$ cat src/rtl/mips_regfile_write_arbiter.sv
// mips_regfile_write_arbiter
// Two write-back requesters (0: ALU, 1: load) share the single register-file
// write port. Each requester owns a one-entry buffer; an age-then-round-robin
// arbiter drains the buffers into registered write-port outputs. A busy mask
// of in-flight destination registers is exported for decode-stage stalling.

// One-entry write-back buffer with valid/ready handshake.
module mips_wb_buf #(
  parameter int DATA_W = 32,
  parameter int ADDR_W = 5
) (
  input  logic              clk,
  input  logic              rst,
  input  logic              in_valid,
  input  logic [ADDR_W-1:0] in_reg,
  input  logic [DATA_W-1:0] in_data,
  input  logic              grant,
  output logic              in_ready,
  output logic              load,
  output logic              full,
  output logic [ADDR_W-1:0] buf_reg,
  output logic [DATA_W-1:0] buf_data
);

  // A buffer being drained this cycle can reload at the same edge.
  assign in_ready = !rst && (!full || grant);

  // Writes to r0 are accepted but dropped: r0 is hardwired to zero.
  assign load = in_valid && in_ready && (in_reg != '0);

  // Buffer fill/drain; a same-edge reload wins over the drain.
  always_ff @(posedge clk or posedge rst) begin
    if (rst) begin
      full     <= 1'b0;
      buf_reg  <= '0;
      buf_data <= '0;
    end else if (load) begin
      full     <= 1'b1;
      buf_reg  <= in_reg;
      buf_data <= in_data;
    end else if (grant) begin
      full     <= 1'b0;
    end
  end

endmodule

module mips_regfile_write_arbiter #(
  parameter int DATA_W = 32,
  parameter int ADDR_W = 5
) (
  input  logic              clk,
  input  logic              reset,
  input  logic              req0_valid,
  output logic              req0_ready,
  input  logic [ADDR_W-1:0] req0_reg,
  input  logic [DATA_W-1:0] req0_data,
  input  logic              req1_valid,
  output logic              req1_ready,
  input  logic [ADDR_W-1:0] req1_reg,
  input  logic [DATA_W-1:0] req1_data,
  output logic              signal_reg_write,
  output logic [ADDR_W-1:0] write_reg,
  output logic [DATA_W-1:0] write_data,
  output logic [31:0]       busy_mask
);

  localparam int NREQ = 2;

  logic [NREQ-1:0]             in_valid;
  logic [NREQ-1:0][ADDR_W-1:0] in_reg;
  logic [NREQ-1:0][DATA_W-1:0] in_data;
  logic [NREQ-1:0]             in_ready;
  logic [NREQ-1:0]             load;
  logic [NREQ-1:0]             full;
  logic [NREQ-1:0][ADDR_W-1:0] buf_reg;
  logic [NREQ-1:0][DATA_W-1:0] buf_data;
  logic [NREQ-1:0]             grant;

  // Age state: tie_q = both buffers loaded on the same edge; older_q = index
  // of the buffer loaded first when they were not. Only meaningful while
  // both buffers are full.
  logic tie_q;
  logic older_q;
  logic last_grant_q;
  logic any_full;
  logic gsel;

  assign in_valid = {req1_valid, req0_valid};
  assign in_reg   = {req1_reg,   req0_reg};
  assign in_data  = {req1_data,  req0_data};

  assign req0_ready = in_ready[0];
  assign req1_ready = in_ready[1];

  for (genvar i = 0; i < NREQ; i++) begin : g_buf
    mips_wb_buf #(
      .DATA_W (DATA_W),
      .ADDR_W (ADDR_W)
    ) u_buf (
      .clk      (clk),
      .rst      (reset),
      .in_valid (in_valid[i]),
      .in_reg   (in_reg[i]),
      .in_data  (in_data[i]),
      .grant    (grant[i]),
      .in_ready (in_ready[i]),
      .load     (load[i]),
      .full     (full[i]),
      .buf_reg  (buf_reg[i]),
      .buf_data (buf_data[i])
    );
  end

  // Grant from buffer state only: lone full buffer, else older, else round-robin.
  always_comb begin
    any_full = |full;
    if (&full) gsel = tie_q ? ~last_grant_q : older_q;
    else       gsel = full[1];
    grant    = '0;
    if (any_full) grant[gsel] = 1'b1;
  end

  // Track relative age of the two buffers and the last requester granted.
  always_ff @(posedge clk or posedge reset) begin
    if (reset) begin
      tie_q        <= 1'b0;
      older_q      <= 1'b0;
      last_grant_q <= 1'b1;
    end else begin
      if (any_full) last_grant_q <= gsel;
      if (&load) begin
        tie_q   <= 1'b1;
      end else if (load[0]) begin
        tie_q   <= 1'b0;
        older_q <= 1'b1;
      end else if (load[1]) begin
        tie_q   <= 1'b0;
        older_q <= 1'b0;
      end
    end
  end

  // Registered write port; index/data hold when nothing is granted.
  always_ff @(posedge clk or posedge reset) begin
    if (reset) begin
      signal_reg_write <= 1'b0;
      write_reg        <= '0;
      write_data       <= '0;
    end else if (any_full) begin
      signal_reg_write <= 1'b1;
      write_reg        <= buf_reg[gsel];
      write_data       <= buf_data[gsel];
    end else begin
      signal_reg_write <= 1'b0;
    end
  end

  // Busy mask: destinations sitting in a buffer or on the write port.
  always_comb begin
    busy_mask = '0;
    for (int r = 1; r < 32; r++) begin
      busy_mask[r] = (full[0] && buf_reg[0] == ADDR_W'(r)) ||
                     (full[1] && buf_reg[1] == ADDR_W'(r)) ||
                     (signal_reg_write && write_reg == ADDR_W'(r));
    end
  end

endmodule
$ cat config.mk
export PLATFORM = sky130hd
export DESIGN_NAME = mips_regfile_write_arbiter
export DESIGN_NICKNAME = d
export VERILOG_FILES = /design/src/rtl/mips_regfile_write_arbiter.sv
export SDC_FILE = /design/constraint.sdc
export NUM_CORES = 1
export LEC_CHECK = 0
export CAP_MARGIN = 20
export CORE_MARGIN = 2
export CORE_UTILIZATION = 45
export DETAILED_ROUTE_END_ITERATION = 12
export PLACE_DENSITY = 0.74
export SLEW_MARGIN = 20
export SYNTH_ARGS = -nofsm -noshare
export SYNTH_HDL_FRONTEND = slang
export SYNTH_SLANG_ARGS = --single-unit
$ cat constraint.sdc
create_clock -name clk -period 9.44 [get_ports clk]
set_clock_uncertainty 0.2 [all_clocks]
set_input_delay 1.888 -clock clk [delete_from_list [all_inputs] [get_ports clk]]
set_output_delay 1.888 -clock clk [all_outputs]
set_load 0.02 [all_outputs]
# Yosys cells after proc, flatten, opt, wreduce, memory -nomap -nowiden
# Cells that the tools add are included.
word_totals:
  regBits: 117
  inputBits: 78
  out_inout_bits: 72
  elab_cells: 304
classes:
  order_cmp: 2
  eq_ne: 93
  mux: 18
  bitwise_logic: 2
  reduce_logical: 177
ops:
  columns: ["operator", "n"]
  rows:
  - ["5-bit equality test (second input constant)", 48]
  - ["5-bit by 4-bit equality test with 1-bit output (second input constant)", 24]
  - ["1-bit logical AND", 100]
  - ["1-bit logical OR", 64]
  - ["32-bit 2-to-1 mux", 2]
  - ["5-bit by 3-bit equality test with 1-bit output (second input constant)", 12]
  - ["5-bit by 2-bit equality test with 1-bit output (second input constant)", 6]
  - ["5-bit by 1-bit equality test with 1-bit output (second input constant)", 3]
  - ["1-bit 2-to-1 mux", 12]
  - ["5-bit 2-to-1 mux", 2]
  - ["5-bit nonzero test", 2]
  - ["2-bit AND reduction", 3]
  - ["2-bit nonzero test", 3]
  - ["1-bit zero test", 3]
  - ["3-bit nonzero test", 1]
  - ["1-bit by 2-bit less-than comparator with 1-bit output (second input constant)", 1]
  - ["2-bit 2-to-1 mux", 1]
  - ["1-bit inverter", 2]
  - ["2-bit OR reduction", 1]
  - ["1-bit demux with 1-bit select", 1]
  - ["1-bit >= comparator (second input constant)", 1]

# Longest topological paths before layout
logic_depth:
  depth_word: 15
  mapped_depth: 8

# By module
# Synthesis repeated with hierarchy kept, for this count alone.
hier_totals:
  cells_unflattened: 508
  area_unflattened_um2: 6306.0
modules_own_cells:
  columns: ["mod", "instances", "cells_each", "area_per_inst_um2", "seq_area_each_um2"]
  rows:
  - ["mips_wb_buf", 2, 88, 1605.3, 950.9]
  - ["mips_regfile_write_arbiter", 1, 332, 3095.5, 1027.2]

# Worst setup path after synthesis
# Ideal clock, no wire load.
synth_path:
  kind: "in2reg"
  startpoint: "input port reset"
  endpoint: "register g_buf[0].u_buf.buf_data[10]"
  arrival_ns: 5.352
  t_required_ns: 9.115
  slack_ns: 3.763
  cell_stages: 6
  path_cell_list: "inv_1 > nand3b_2 > inv_2 > buf_6 > buf_6 > mux2_4"
synth_via:
  elab_chain_cells: 4
synth_lines:
  columns: ["element", "line_no", "rtl"]
  rows:
  - ["from (decl)", "53", "input logic reset,"]
  - ["1-bit zero test (no source line)", null, null]
  - ["1-bit logical AND", "26", "assign in_ready = !rst && (!full || grant);"]
  - ["1-bit logical AND (2 in a row)", "29", "assign load = in_valid && in_ready && (in_reg != '0);"]
  - ["to (signal assigned)", "40", "buf_data <= in_data;"]
  - ["to (decl)", "22", "output logic [DATA_W-1:0] buf_data"]
# No other way between the ends.
# A chain may end at the register's enable or synchronous reset.

# Worst setup path in the final report
layout_path:
  startpoint: "input port reset"
  endpoint: "output port req1_ready"
layout_via:
  elab_chain_cells: 2
layout_lines:
  columns: ["element", "line_no", "rtl"]
  rows:
  - ["1-bit zero test (no source line)", null, null]
  - ["1-bit logical AND", "26", null]
  - ["to (decl)", "59", "output logic req1_ready,"]
# No other way between the ends.

==> impl_metrics.toml <==
[power]
powerDensity_nw_per_um2 = 235
p_leak_uw = 0.00341
fin_total_pwr_uw = 1820
ir_drop_mv = 0.135

[cts]
cts-hold-fix-buffers = 0
clock_path_buffers = 2
h-tree-depth = 4
cts_resized = 0
clock_latency_ns = 0.40
root_buffer = "clkbuf_16"
post_cts_buffers = 0
cts_tree = "built"
cts_sinks = 117
path_clk_slew_ns = 0.06
cts_buffers = 17

[timing]
fin_ws_ns = 3.93
period_share_pct = 58.4
tightestPinTransition_ns = 1.05
setup_violations = 0
fmax_ghz = 0.182
drv_slew = 0
max_slew_margin_pct = 30.2
min_period_ns = 5.51
setup_tns_ns = 0
rsz0062_at_grt = "false"
hold_viol = 0

[logic_synthesis]
synth_top_cells_by_count = "130 x nand2_1, 116 x dfrtp_1, 55 x mux2_2"
synth_xor_area_share_pct = 0
syn_inst = 515
synthSimpleGateAreaFrac_pct = 15.9
synth_edf_count = 0
ys_types = 38
synth_seq_cells = 117
synthFlopType = "dfrtp_1"
synth.area.mux_share_pct = 16.2
synth_area_leaders = "dfrtp_1 52%, mux2_2 11%, nand2_1 8.8%, a22oi_1 7.2%, mux2_4 4.6%"
synth_top_area_share_pct = 52.5
yosysSeqAreaShare_pct = 53.0
synthAdderAreaFrac_pct = 0.452
synth_top_family_by_area = "multiplexers"
synth.most_common_cell = "nand2_1"
ys_async_sr_fraction_pct = 100
syn_avg_cell_area_um2 = 10.7
ys_warn_count = 0
yosys.area.top_type = "dfrtp_1"
synth_nets = 595
synth_compound_area_share_pct = 10.8
mappedNetlistArea_um2 = 5530

[cells_and_area]
drive_above_1_share_pct = 17.4
multiInputGateArea_um2 = 2440
largest_reg_flops = 64
final_core_util_pct = 64.6
areaGrowthSynthToFinish_pct = 40.3
nNetsFinal = 734
seq_area_um2 = 2930
fillers = 961
antennaDiodeCount = 0

[die]
io_pins = 150
core_area_um2 = 12000
row_count = 40
die_area_um2 = 13200
initial_core_util_pct = 46.1
chipWidth_um = 115
die_h_um = 115

[detailed_routing]
drtIter0Drc = 399
dr_wl_met2_um = 7700
wl_um = 15300
routed_via_density = 5.65
antenna_left = 0
wl_per_cell_um = 18.8
drt_first_pass_iters = 5
remaining_drc_errors = 0
top_layer = "met4"
vias = 4601
met3_length_um = 1360
wl_met1_um = 6100

[worst_setup_path]
required_ns = 7.35
reg2reg_from = "g_buf[0].u_buf.full"
reg2reg_to = "g_buf[1].u_buf.buf_data[18]"
arrival_ns = 3.42
path_max_fanout = 6
worstSetupStartpoint = "reset"
reg2reg_depth = 5
critical_path_class = "in2out"
start_kind = "primary input"
r2r_setup_slack_ns = 6.80
end_kind = "output port"

[grt]
grt_first_pass_wirelength_um = 24600
grt_pass1_vias = 4812
globalRouteOverflowTotal = 0
grt_usage_pct = 24.0
grt_max_degree = 79
antenna_found_initial = 0

[worst_hold_path]
hold_end = "write_data[26]"
hp-start = "g_buf[0].u_buf.buf_data[26]"
hold_class = "reg2reg"
holdPathStages = 2

[placement]
numPortBuffers = 148
dp_slack_ns = 3.97
place.gp.congestion = 0.950
dp_hpwl_um = 10300

[run]
cap_violations = 0

[outcome]
status = "complete, no violations"
[cell type report]
cell class	instances	area share [%]
Sequential cell	117	37.7
Multi-Input combinational cell	358	31.5
Timing Repair Buffer	151	19.6
Clock buffer	20	5.75
Clock inverter	12	2.58
Tap cell	147	2.37
Inverter	9	0.467
[worst max-delay path, stage by stage]
cell	delay, ns
clkdlybuf4s50_1	0.54
a21oi_1	0.32
clkdlybuf4s50_1	0.67
[stage by stage]
stage	cell area, um^2	hold slack [ns]	cells
global route	7760	0.294	814
finish	7760	0.276	814
detailed placement	7090	0.262	781
CTS	7730	0.277	813
floorplan	5530	0.242	515
global placement	7090	0.252	781
[layer usage]
metal	track usage (%)	vias to the layer above
li1	-	2094
met1	29.0	2257
met2	40.6	232
met3	8.43	18
met4	7.39	0
met5	0	-
[cell usage in the layout (no fill, tap or decap), types with 2 or more instances in the layout]
| master | count |
|---|---|
| a222oi_1 | 2 |
| clkdlybuf4s50_1 | 148 |
| mux2_2 | 55 |
| inv_1 | 6 |
| and3_1 | 4 |
| a31oi_4 | 2 |
| nor3_1 | 7 |
| clkbuf_16 | 17 |
| nand2_1 | 130 |
| a22oi_1 | 53 |
| clkinv_4 | 2 |
| nand2b_1 | 5 |
| bufinv_16 | 5 |
| clkbuf_1 | 2 |
| a32oi_1 | 9 |
| o21ai_1 | 2 |
| nand3_1 | 19 |
| o211ai_1 | 2 |
| mux2_4 | 17 |
| dfrtp_1 | 116 |
| inv_6 | 2 |
| buf_4 | 2 |
| mux2_1 | 2 |
| inv_2 | 2 |
| clkinv_2 | 3 |
| ha_1 | 2 |
| or4_1 | 2 |
| nor2_1 | 13 |
| o21ai_0 | 3 |
| nor2b_1 | 17 |
[power breakdown]
part / switching (uW) / internal (uW) / total (uW)
combinational: 213 / 216 / 429
sequential: 92.4 / 600 / 693
clock: 225 / 476 / 701
[how the worst max path moves through the flow]
stage	endpoint	depth (start not counted)
6_report	req1_ready	3
4_1_cts	req0_ready	3
3_5_place_dp	req0_ready	3
3_3_place_gp	req1_ready	3
2_1_floorplan	g_buf[0].u_buf.buf_data[10]	6
5_1_grt	req1_ready	3
[cell families (layout without fill, tap and decap cells)]
logic type,after synthesis,after routing
flops,117,117
simple gates,202,202
buf+inv,40,192
mux,74,74
other cells,1,1
fa+ha+maj,2,2
compound gates,79,79
Power figures use the tool's default switching activity.
